File: src/rtl/scan_seq_3x8.sv
// -----------------------------------------------------------------------------
// scan_seq_3x8
//   Line sequencer feeding a 3-to-8 one-hot decoder. Walks the 3-bit line
//   select through the set bits of a latched mask in ascending order, holding
//   each line for a programmable dwell time, and pulses line/frame completion.
//
// Configuration macro:
//   SCAN_GAP_EN  when defined, one dead (GAP) cycle with dec_en=0 is inserted
//                after every line except at the end of a single frame.
//
// Ports:
//   clk         in   1        rising-edge clock
//   rst         in   1        synchronous active-high reset
//   start       in   1        request a scan (honoured only in IDLE)
//   stop        in   1        abort scan (honoured in any state, beats start)
//   loop        in   1        1 = continuous frames, sampled with start
//   dwell       in   DWELL_W  cycles per line, 0 behaves as 1
//   mask        in   8        bit i set -> line i is visited
//   sel         out  3        line select {a,x,y}
//   dec_en      out  1        decoder enable, high only while a line is active
//   busy        out  1        high from accepted start until back in IDLE
//   line_done   out  1        pulse on the last active cycle of each line
//   frame_done  out  1        pulse on the last active cycle of a frame
// -----------------------------------------------------------------------------
module scan_seq_3x8 #(
    parameter int DWELL_W = 8
) (
    input  logic               clk,
    input  logic               rst,
    input  logic               start,
    input  logic               stop,
    input  logic               loop,
    input  logic [DWELL_W-1:0] dwell,
    input  logic [7:0]         mask,
    output logic [2:0]         sel,
    output logic               dec_en,
    output logic               busy,
    output logic               line_done,
    output logic               frame_done
);

    typedef enum logic [1:0] {
        IDLE = 2'd0,
        SCAN = 2'd1,
        GAP  = 2'd2
    } state_t;

    state_t             state;
    logic [7:0]         mask_q;
    logic [DWELL_W-1:0] dwell_q;   // latched dwell, already reduced by one
    logic               loop_q;
    logic [DWELL_W-1:0] cnt;       // cycles remaining on the current line after this one

    // Lowest set bit of a mask (0 when empty; callers guard the empty case).
    function automatic logic [2:0] lowest(input logic [7:0] m);
        lowest = 3'd0;
        for (int i = 7; i >= 0; i--)
            if (m[i]) lowest = 3'(i);
    endfunction

    // Next set bit strictly above cur (returns cur when none exists).
    function automatic logic [2:0] next_above(input logic [7:0] m, input logic [2:0] cur);
        next_above = cur;
        for (int i = 7; i >= 0; i--)
            if (m[i] && (i > int'(cur))) next_above = 3'(i);
    endfunction

    // True when no set bit lies above cur, i.e. cur is the frame's last line.
    function automatic logic none_above(input logic [7:0] m, input logic [2:0] cur);
        none_above = 1'b1;
        for (int i = 0; i < 8; i++)
            if (m[i] && (i > int'(cur))) none_above = 1'b0;
    endfunction

    logic [DWELL_W-1:0] dwell_in_m1;
    logic [2:0]         wrap_line;
    logic               wrap_last;
    logic [2:0]         nxt_line;
    logic               cur_last;

    // A dwell of 0 is run as a single cycle, so store dwell-1 saturated at 0.
    assign dwell_in_m1 = (dwell == '0) ? '0 : dwell - DWELL_W'(1);
    assign wrap_line   = lowest(mask);
    assign wrap_last   = none_above(mask, wrap_line);
    assign nxt_line    = next_above(mask_q, sel);
    assign cur_last    = none_above(mask_q, sel);

`ifndef SCAN_GAP_EN
    logic nxt_last;
    assign nxt_last = none_above(mask_q, nxt_line);
`endif

    // NOTE: sequential state uses non-blocking assignments only, so every
    // right-hand side below reads the value from before this clock edge.
    always_ff @(posedge clk) begin
        if (rst) begin
            state      <= IDLE;
            sel        <= 3'd0;
            dec_en     <= 1'b0;
            busy       <= 1'b0;
            line_done  <= 1'b0;
            frame_done <= 1'b0;
            mask_q     <= 8'd0;
            dwell_q    <= '0;
            loop_q     <= 1'b0;
            cnt        <= '0;
        end else begin
            // Completion flags are single-cycle unless re-armed below.
            line_done  <= 1'b0;
            frame_done <= 1'b0;

            case (state)
                IDLE: begin
                    if (start && !stop && (mask != 8'd0)) begin
                        mask_q     <= mask;
                        dwell_q    <= dwell_in_m1;
                        loop_q     <= loop;
                        sel        <= wrap_line;
                        dec_en     <= 1'b1;
                        busy       <= 1'b1;
                        cnt        <= dwell_in_m1;
                        line_done  <= (dwell_in_m1 == '0);
                        frame_done <= (dwell_in_m1 == '0) && wrap_last;
                        state      <= SCAN;
                    end
                end

                SCAN: begin
                    if (stop) begin
                        dec_en <= 1'b0;
                        busy   <= 1'b0;
                        state  <= IDLE;
                    end else if (cnt != '0) begin
                        // Flags are registered, so arm them one cycle before the line's last cycle.
                        cnt        <= cnt - DWELL_W'(1);
                        line_done  <= (cnt == DWELL_W'(1));
                        frame_done <= (cnt == DWELL_W'(1)) && cur_last;
                    end else if (!cur_last) begin
                        sel <= nxt_line;
`ifdef SCAN_GAP_EN
                        dec_en <= 1'b0;
                        state  <= GAP;
`else
                        cnt        <= dwell_q;
                        line_done  <= (dwell_q == '0);
                        frame_done <= (dwell_q == '0) && nxt_last;
`endif
                    end else if (loop_q && (mask != 8'd0)) begin
                        // Frame wrap: the next frame runs on freshly sampled mask and dwell.
                        mask_q  <= mask;
                        dwell_q <= dwell_in_m1;
                        sel     <= wrap_line;
`ifdef SCAN_GAP_EN
                        dec_en <= 1'b0;
                        state  <= GAP;
`else
                        cnt        <= dwell_in_m1;
                        line_done  <= (dwell_in_m1 == '0);
                        frame_done <= (dwell_in_m1 == '0) && wrap_last;
`endif
                    end else begin
                        // Single frame finished (or looping with an empty mask): sel holds.
                        dec_en <= 1'b0;
                        busy   <= 1'b0;
                        state  <= IDLE;
                    end
                end

`ifdef SCAN_GAP_EN
                GAP: begin
                    if (stop) begin
                        busy  <= 1'b0;
                        state <= IDLE;
                    end else begin
                        // sel already points at the upcoming line; mask_q/dwell_q are current.
                        dec_en     <= 1'b1;
                        cnt        <= dwell_q;
                        line_done  <= (dwell_q == '0);
                        frame_done <= (dwell_q == '0) && cur_last;
                        state      <= SCAN;
                    end
                end
`endif

                default: begin
                    dec_en <= 1'b0;
                    busy   <= 1'b0;
                    state  <= IDLE;
                end
            endcase
        end
    end

endmodule

File: config.mk
export PLATFORM = sky130hd
export DESIGN_NAME = scan_seq_3x8
export DESIGN_NICKNAME = d
export VERILOG_FILES = /design/src/rtl/scan_seq_3x8.sv
export SDC_FILE = /design/constraint.sdc
export NUM_CORES = 1
export LEC_CHECK = 0
export ABC_CLOCK_PERIOD_IN_PS = 2450
export CAP_MARGIN = 10
export CELL_PAD_IN_SITES_DETAIL_PLACEMENT = 0
export CELL_PAD_IN_SITES_GLOBAL_PLACEMENT = 1
export CORE_ASPECT_RATIO = 0.7
export CORE_MARGIN = 3
export CORE_UTILIZATION = 42
export CTS_CLUSTER_DIAMETER = 50
export CTS_CLUSTER_SIZE = 40
export DETAILED_ROUTE_END_ITERATION = 10
export GPL_ROUTABILITY_DRIVEN = 1
export GPL_TIMING_DRIVEN = 0
export PLACE_DENSITY = 0.83
export SYNTH_ARGS = -nofsm -noshare
export SYNTH_HDL_FRONTEND = slang
export SYNTH_SLANG_ARGS = --single-unit
File: constraint.sdc
create_clock -name clk -period 2.45 [get_ports clk]
set_input_delay 0.6125 -clock clk [delete_from_list [all_inputs] [get_ports clk]]
set_output_delay 0.6125 -clock clk [all_outputs]
set_load 0.1 [all_outputs]
### After elaboration in Yosys (flattened, before gate mapping)

Index checks and enable logic that the tools add are counted.

| operators by class | value |
|---|---|
| add/sub/neg operators | 2 |
| $lt $le $gt $ge | 21 |
| equality and inequality tests | 12 |
| multiplexer cells | 83 |
| reduce and logical (&&, ||, !) cells | 40 |

Operators by type and width:

| kind | number |
|---|---|
| 8-bit 2-to-1 mux | 14 |
| 3-bit 2-to-1 mux | 20 |
| 8-bit case mux with 2 select lines | 3 |
| 3-bit > comparator, first input constant | 12 |
| 1-bit 2-to-1 mux | 36 |
| 1-bit logical AND | 27 |
| 8-bit logical NOT | 3 |
| 2-bit by 3-bit > comparator with 1-bit output, first input constant | 6 |
| 8-bit nonzero test | 2 |
| 8-bit by 1-bit subtractor with 8-bit output, second input constant | 2 |
| 3-bit inequality test, second input constant | 4 |
| 2-bit 2-to-1 mux | 5 |
| 2-bit inequality test, second input constant | 5 |
| 1-bit by 3-bit > comparator with 1-bit output, first input constant | 3 |
| 8-bit by 1-bit equality test with 1-bit output, second input constant | 1 |
| 4-bit AND reduction | 2 |
| 1-bit case mux with 2 select lines | 3 |
| 3-bit case mux with 2 select lines | 1 |
| 6-bit AND reduction | 1 |
| 5-bit AND reduction | 1 |
| 4-bit inequality test, second input constant | 1 |
| 2-bit case mux with 2 select lines | 1 |
| 2-bit by 1-bit equality test with 1-bit output, second input constant | 1 |
| 2-bit logical NOT | 1 |
| other kinds (3) | 3 |

| word-level totals | value |
|---|---|
| flip-flop bits (word level) | 33 |
| bits of input ports | 21 |
| output and inout bits | 7 |
| word-level logic and storage cells | 167 |

### Longest topological paths before layout

Gate-level depths: netlist of run 1.

| logic depth | value |
|---|---|
| word-level depth | 23 |
| depth in mapped cells | 10 |
| depth with buffers taken out | 8 |

### Worst setup path before layout of run 1

No wires, ideal clock.

| path | value |
|---|---|
| path type | register to register |
| start | register sel[2] |
| end | register dwell_q[2] |
| library setup time | 0.128 ns |
| data arrival time | 2.578 ns |
| data required time | 2.322 ns |
| slack | -0.256 ns |
| stages on the path, launching flop included | 8 |
| period minus slack after synthesis | 2.706 ns |
| cell sequence | dfxtp_1 > clkbuf_1 > a31oi_1 > a22o_1 > nor3_4 > buf_8 > mux2i_1 > nor2_1 |

| between the ends | value |
|---|---|
| cells in the longest elaborated chain, start to end | 11 |
| elaborated cells on any way between the ends | 23 |
| classes of those cells | order compare (7); eq/ne (1); mux (7); reduce/logical (8) |

RTL lines:

| element | RTL line | source |
|---|---|---|
| start: declaration | 35 | `output logic [2:0] sel,` |
| start signal: assignment | 118 | `sel <= wrap_line;` |
| start signal: assignment | 139 | `sel <= nxt_line;` |
| start signal: assignment | 152 | `sel <= wrap_line;` |
| 1-bit by 3-bit > comparator with 1-bit output | 72 | `if (m[i] && (i > int'(cur))) none_above = 1'b0;` |
| 1-bit logical AND | 72 |  |
| 1-bit 2-to-1 mux (6 in a row) | 72 |  |
| 1-bit 2-to-1 mux * | 72 |  |
| 2-bit inequality test (no line) * | -- |  |
| 6-bit AND reduction (no line) * | -- |  |
| end signal: assignment | 116 | `dwell_q <= dwell_in_m1;` |
| end signal: assignment | 151 | `dwell_q <= dwell_in_m1;` |
| end: declaration | 50 | `logic [DWELL_W-1:0] dwell_q;` |

Every way passes the cells marked *; elsewhere a longest branch is shown, timed or not.
A chain may end at the register's enable or synchronous reset.

### Worst setup path in the final report of run 1

| path | value |
|---|---|
| start | register sel[1] |
| end | output sel[1] |

No word-level cell between the ends.

==> results of run 1 <==
[final cells by class]
cell class | count | area [um^2]
clock inverter | 1 | 5.005
inverter | 15 | 56.30
buffer | 16 | 92.59
clock buffer | 7 | 86.33
tap | 72 | 90.09
sequential | 30 | 604.3
fill | 528 | 2327
timing repair buffer | 38 | 347.8
multi-input combinational | 247 | 1785
[power by group through the flow]
stage,clock [mW],sequential [mW],combinational (mW)
2_1_floorplan,0,0.628,0.478
3_3_place_gp,0,0.596,0.705
3_5_place_dp,0,0.595,0.706
4_1_cts,0.427,0.585,0.712
5_1_grt,0.450,0.594,0.841
6_report,0.424,0.588,0.780
[metal layers]
layer	wire length, um	vias up
met4	44	0
met2	3003	125
met5	0	-
met1	3955	1244
li1	-	1246
met3	621	5
[registers in the layout (all words and copies together), names as in the netlist]
name,flops
mask_q,7
dwell_q,8
sel,3
busy,1
frame_done,1
cnt,8
loop_q,1
line_done,1
[cells by family (layout without fill, tap and decap cells)]
| logic type | Yosys count | in the layout | synth area share [%] |
|---|---|---|---|
| and+or+nand+nor | 129 | 129 | 29.46 |
| muxes | 15 | 15 | 6.201 |
| xor gates and xnor gates | 4 | 4 | 1.447 |
| buffers and inverters | 31 | 77 | 6.098 |
| AOI/OAI and AO/OA | 96 | 96 | 30.44 |
| DFF | 30 | 30 | 24.81 |
| adders and majority gates | 3 | 3 | 1.551 |
[path summary, 6_finish.rpt]
kind | startpoint | endpoint | slack [ps] | cells past startpoint
setup / recovery | sel[1] | sel[1] | 60 | 1
setup reg to reg | sel[0] | frame_done | 120 | 7
hold reg to reg | loop_q | loop_q | 500 | 2
hold / removal | loop_q | loop_q | 500 | 2
[metrics by stage]
stage / power (mW) / utilization, % / setup WS (ps) / cell area (um^2)
2_1_floorplan: 1.106 / - / 35.77 / 2425
3_3_place_gp: 1.300 / 51.62 / -1324 / 2785
3_5_place_dp: 1.302 / 51.62 / -1301 / 2785
4_1_cts: 1.725 / 54.27 / -26.00 / 2928
5_1_grt: 1.885 / 56.86 / 1.521 / 3068
6_report: 1.792 / 56.86 / 61.15 / 3068
[timing repair]
action,CTS,global route
cloned,0,1
setup buffers,4,6
pin swaps,3,7
setup endpoints to repair,30,29
resized for setup,21,29
[layout by cell type, fill, tap and decap left out, types with 3 or more instances in the layout]
master            n
a2111o_1          3
a21o_1            4
a21oi_1          20
a311oi_1          4
a31oi_1           3
buf_4            10
buf_6             3
clkbuf_1         10
clkbuf_2          5
clkbuf_8          6
clkdlybuf4s50_1  13
dfxtp_1          27
dfxtp_2           3
dlygate4sd2_1     7
inv_1            13
mux2i_1          14
nand2_1          19
nand2b_1          6
nand3_1           6
nor2_1           46
nor2b_1           4
nor3_1           13
nor3_2            3
nor4_4            3
o211ai_1          3
o21ai_0          14
o31ai_1           4
or2_2             4
or4_1             4
==> metrics.yaml, run 1 <==
placed_cells: 407
cp_num_buf_inv: 1
fin_crit_sh_pct: 97.50
die_width_um: 96.75
finalNonFillerCells: 426
hold_violations: 0
grt_usage_pct: 22.06
synth_area_mm2: 0.002421
syn2layout_area_growth_pct: 26.72
fin_setup_tns_ps: 0
grt_overflow: 0
finalMaxSlewViolations: 0
crit_family: "buffers and inverters"
clockPowerShare_pct: 23.6
top_usage_layer: "met1"
htreeDepth: 2
finalWirelength_um: 7624
p_per_area_mw_per_mm2: 584.2
synth_top_area_share_pct: 24.81
crit_type: "reg2out"
grt_start_max_net_pins: 11
holdBufCountCts: 0
switching_share_pct: 40.65
skew_ps: 9.597
core_area_mm2: 0.005395
clock-root-buffer: "clkbuf_8"
synth_area_leaders: "dfxtp_1 (25%), nor2_1 (7.3%), mux2i_1 (6.2%)"
drt-initial-drc-count: 273
yosysSeqAreaShare_pct: 24.81
pwr-share-seq_pct: 32.8
antenna_found_initial: 0
io_pins: 28
clock_sinks: 30
syn_inst: 308
grt_pass1_wl_um: 11950
finalNetCount: 377
crit_chain: "clkdlybuf4s50_1"
min_period_ps: 2389
first_pass_iters: 6
synth_most_common_cell: "nor2_1"
grtUsageMet3_pct: 4.523
fp-row-count: 22
setup_viol: 0
drc: 0
hold_class: "reg2reg"
clk_latency_ps: 290
power_frac_comb_pct: 43.5
drive_above_1_share_pct: 19.21
ys_warn_count: 0
cap_violations: 0
rsz0062_at_grt: "no"
cts_tree: "done"
ys_top_cells_by_count: "nor2_1 (47), dfxtp_1 (30), a21oi_1 (20)"
cts_buffers: 5
ys_types: 72
gp_congestion: 0.9192
worst_pin_slew_ps: 970.3
cp-start-kind: "flip-flop"
grtUsageMet1_pct: 36.41
first_global_vias: 2249
worst_slew_margin_rel_pct: 35.11
hold_ws_ps: 499.7
portBuffers: 27
slowest_stage: "clkdlybuf4s50_1"
syn_avg_cell_area_um2: 7.861
die-area_mm2: 0.006726
p_leak_nw: 1.086
intPower_mw: 1.064
place_hpwl_um: 5608
max_freq_mhz: 418.6
arrival_ps: 1780
outcome: "complete, no violations"
cp_slowest_stage_delay_ps: 1140
ys_ff_latch: 30
cp_max_fo: 4
required_ps: 1840
wl_per_cell_um: 17.90
power_switching_mw: 0.7286
async_flop_share_pct: 0
initial_core_util_pct: 44.87
clk_path_buf_depth: 2
synth-edff-count: 0
routed-via-count: 2620
ant_nets: 0
synth_top_cell_by_area: "dfxtp_1"
synth-main-ff-cell: "dfxtp_1"
n_antenna_cell: 0
clk_pin_slew_ps: 60
die_h_um: 69.52
synth_fp_nets: 332
peakVddDrop_mv: 0.2978
viasPerCell: 6.150
endpoint_kind: "primary output"
met2_usage_pct: 28.67
(Power assumes the default switching activity.)
==> run 2, diff against run 1 <==
CTS_CLUSTER_SIZE = unset   (was 40)
HOLD_SLACK_MARGIN = 0.02   (was unset)
==> results of run 2 <==
Same layout as run 1: the final DEF is identical, and so are final timing and power.
==> run 3, diff against run 2 <==
ABC_AREA = 1   (was unset)
CORE_UTILIZATION = 39   (was 42)
==> run 3 against run 2 <==
Combinational power is 12% lower. Synthesized cell count is 15% higher. Setup slack better by 26 ps. Clock skew is 6.2 ps lower. Critical path type unchanged. Fmax is 1.1% higher. Via count is 6.6% lower. Core utilization is 2.7 points lower. Register-to-register slack better by 320 ps. Largest power group unchanged. Largest cell class unchanged. Wire length is 11% lower. Global-route usage is 2.7 points lower.
==> metrics.yaml, run 3 <==
cap_violations: 0  # unchanged
peakVddDrop_mv: 0.2093  # -30%
seq_area_um2: 600.6  # -0.62%
die-area_mm2: 0.006776  # +0.74%
routed-via-count: 2446  # -6.6%
nFillCells: 554  # +4.9%
drive_above_1_share_pct: 20.10  # +0.89 points
syn_inst: 353  # +15%
outcome: "complete, no violations"
max_freq_mhz: 423.1  # +1.1%
path_depth: 2  # +1
syn2layout_area_growth_pct: 29.54
drt-initial-drc-count: 174  # -36%
crit_chain: "buf_4, dlygate4sd2_1"
ys_warn_count: 0  # unchanged
top_regs: "cnt: 8 flops, dwell_q: 8 flops, mask_q: 7 flops"
required_ps: 1840  # about the same
initial_core_util_pct: 41.79  # -3.1 points
cp_max_fo: 7  # +3
crit_family: "buffers and inverters"
synth_fp_nets: 377  # +14%
grt_usage_pct: 19.34  # -2.7 points
power_switching_mw: 0.6849  # -6.0%
clk_path_buf_depth: 2  # unchanged
first_pass_iters: 5  # -1
layout_common_cells: "nand2_1 (78), inv_1 (33), dfxtp_1 (30), a21oi_1 (28)"
cp_slowest_stage_delay_ps: 840  # -300 ps
synth-main-ff-cell: "dfxtp_1"
drc: 0  # unchanged
yosysSeqAreaShare_pct: 26.50  # +1.7 points
io_pins: 28  # unchanged
n_antenna_cell: 0  # unchanged
gp_congestion: 0.8263  # -10%
syn_avg_cell_area_um2: 6.419  # -18%
cts_tree: "done"
htreeDepth: 2  # unchanged
clock_sinks: 30  # unchanged
fin_ws_ps: 86.77  # +25.61 ps
synth_most_common_cell: "nand2_1"
fp-row-count: 22  # unchanged
arrival_ps: 1750  # -30 ps
clk_pin_slew_ps: 70  # about the same
finalNetCount: 426  # +13%
fin_util_pct: 54.13  # -2.7 points
die_h_um: 69.78  # +0.37%
pre_cts_ws_ps: -347.6  # +953.4 ps
total_power_mw: 1.690  # -5.7%
min_period_ps: 2363  # -25.61 ps
async_flop_share_pct: 0  # unchanged
synth_top_area_share_pct: 26.50  # +1.7 points
synth_area_leaders: "dfxtp_1 (27%), nand2_1 (14%), nand3_1 (6.6%)"
cts_buffers: 5  # unchanged
worst_pin_slew_ps: 961.6  # -8.693 ps
slowest_stage: "dlygate4sd2_1"
finalWirelength_um: 6755  # -11%
first_global_vias: 2088  # -7.2%
clockPowerShare_pct: 24.5  # +0.9 points
clock-root-buffer: "clkbuf_8"
cp_num_buf_inv: 2  # +1
p_per_area_mw_per_mm2: 575.7  # -1.5%
ys_ff_latch: 30  # unchanged
placed_cells: 452  # +11%
post_dp_cell_area_mm2: 0.002626  # -5.7%
grt_start_max_net_pins: 11  # unchanged
ys_types: 44  # -39%
synth_top_cell_by_area: "dfxtp_1"
portBuffers: 27  # unchanged
multi_input_area_mm2: 0.001555  # -13%
clk_latency_ps: 280  # about the same
r2r_cells: 13  # +6
worst_slew_margin_rel_pct: 35.69  # +0.58 points
intPower_mw: 1.005  # -5.5%
core_area_mm2: 0.005423  # +0.51%
wl_per_cell_um: 14.22  # -21%
synth_area_mm2: 0.002266  # -6.4%
grt_overflow: 0  # unchanged
holdPathStages: 2  # unchanged
pwr-share-seq_pct: 34.9  # +2.1 points
skew_ps: 3.365  # -6.231 ps
cp-start-kind: "flip-flop"
ant_nets: 0  # unchanged
synth-edff-count: 0  # unchanged
finalMaxSlewViolations: 0  # unchanged
ys_top_cells_by_count: "nand2_1 (85), inv_1 (35), nor2_1 (32)"
fin_crit_sh_pct: 96.46  # -1.0 points
fin_setup_tns_ps: 0  # unchanged
endpoint_kind: "primary output"
grt_pass1_wl_um: 10630  # -11%
antenna_found_initial: 0  # unchanged
hold_violations: 0  # unchanged
power_frac_comb_pct: 40.5  # -3.0 points
place_hpwl_um: 5142  # -8.3%
hold_class: "reg2reg"
finalNonFillerCells: 475  # +12%
p_leak_nw: 1.303  # +20%
switching_share_pct: 40.53  # -0.12 points
die_width_um: 97.11  # +0.37%
crit_type: "reg2out"
setup_viol: 0  # unchanged
viasPerCell: 5.149  # -16%
layout_commonest_cell: "nand2_1"
hold_ws_ps: 477.9  # -21.77 ps
finalInstanceArea_mm2: 0.002935  # -4.3%
==> run 3: cell types whose count changed in the layout (fill, tap and decap cells not counted), sizes merged, moves of 11 or more <==
cell    delta
clkbuf    -13
mux2i     -15
inv       +25
a21oi     +11
nand2     +74
nor3      -11
o21ai     +22
nand3     +28
==> run 3: worst paths after layout <==
check	from	endpoint	slack, ps
min	dwell_q[7]	dwell_q[7]	480
min reg2reg	dwell_q[7]	dwell_q[7]	480
max reg2reg	cnt[0]	dwell_q[2]	440
max	busy	dec_en	90
==> run 3: logic make-up (layout without fill, tap and decap cells) <==
logic type                 Yosys count  after routing  synth area share, %
adders and majority gates            3              3                1.657
xor gates and xnor gates             5              5                1.933
AOI/OAI and AO/OA                   82             82                20.76
buffers and inverters               48             98                9.442
DFF                                 30             30                26.50
and+or+nand+nor                    185            185                39.70
==> run 3: power by group through the flow <==
| stage | clock [mW] | sequential [mW] | combinational (mW) |
|---|---|---|---|
| floorplan | 0 | 0.630 | 0.436 |
| finish | 0.415 | 0.590 | 0.685 |
| global route | 0.446 | 0.595 | 0.755 |
| global placement | 0 | 0.598 | 0.638 |
| CTS | 0.423 | 0.588 | 0.648 |
| detailed placement | 0 | 0.599 | 0.638 |
==> run 3: worst register-to-register path, stage by stage (launching register included) <==
cell and delay (ps):
dfxtp_1 330, inv_1 120, ha_1 290, nand2_4 110, nor2_8 200, nand2_2 90, nand2_1 80, nand2_1 70
clkinv_1 80, nand3_4 120, inv_4 110, buf_8 140, o21ai_1 70, a21oi_1 150
==> run 3: routing by layer <==
layer | track usage, % | vias to the layer above | part of all wire [%]
li1 | - | 1274 | -
met1 | 32.17 | 1107 | 57
met3 | 3.920 | 6 | 4.7
met2 | 23.85 | 59 | 38
met4 | 4.829 | 0 | 0.86
met5 | 0 | - | 0
==> run 3: what timing repair did <==
action | in CTS | in global routing
pin swaps | 1 | 11
gates cloned | 0 | 0
gates resized for setup | 11 | 26
hold buffers | 0 | 0
setup endpoints to repair | 11 | 23
setup buffers | 4 | 11
==> run 3: final cells by class <==
type | instances | share of cell area (%)
Buffer | 6 | 1.577
Clock buffer | 7 | 2.941
Clock inverter | 1 | 0.1705
Inverter | 42 | 5.712
Multi-Input combinational cell | 275 | 52.98
Sequential cell | 30 | 20.46
Tap cell | 72 | 3.069
Timing Repair Buffer | 42 | 13.09
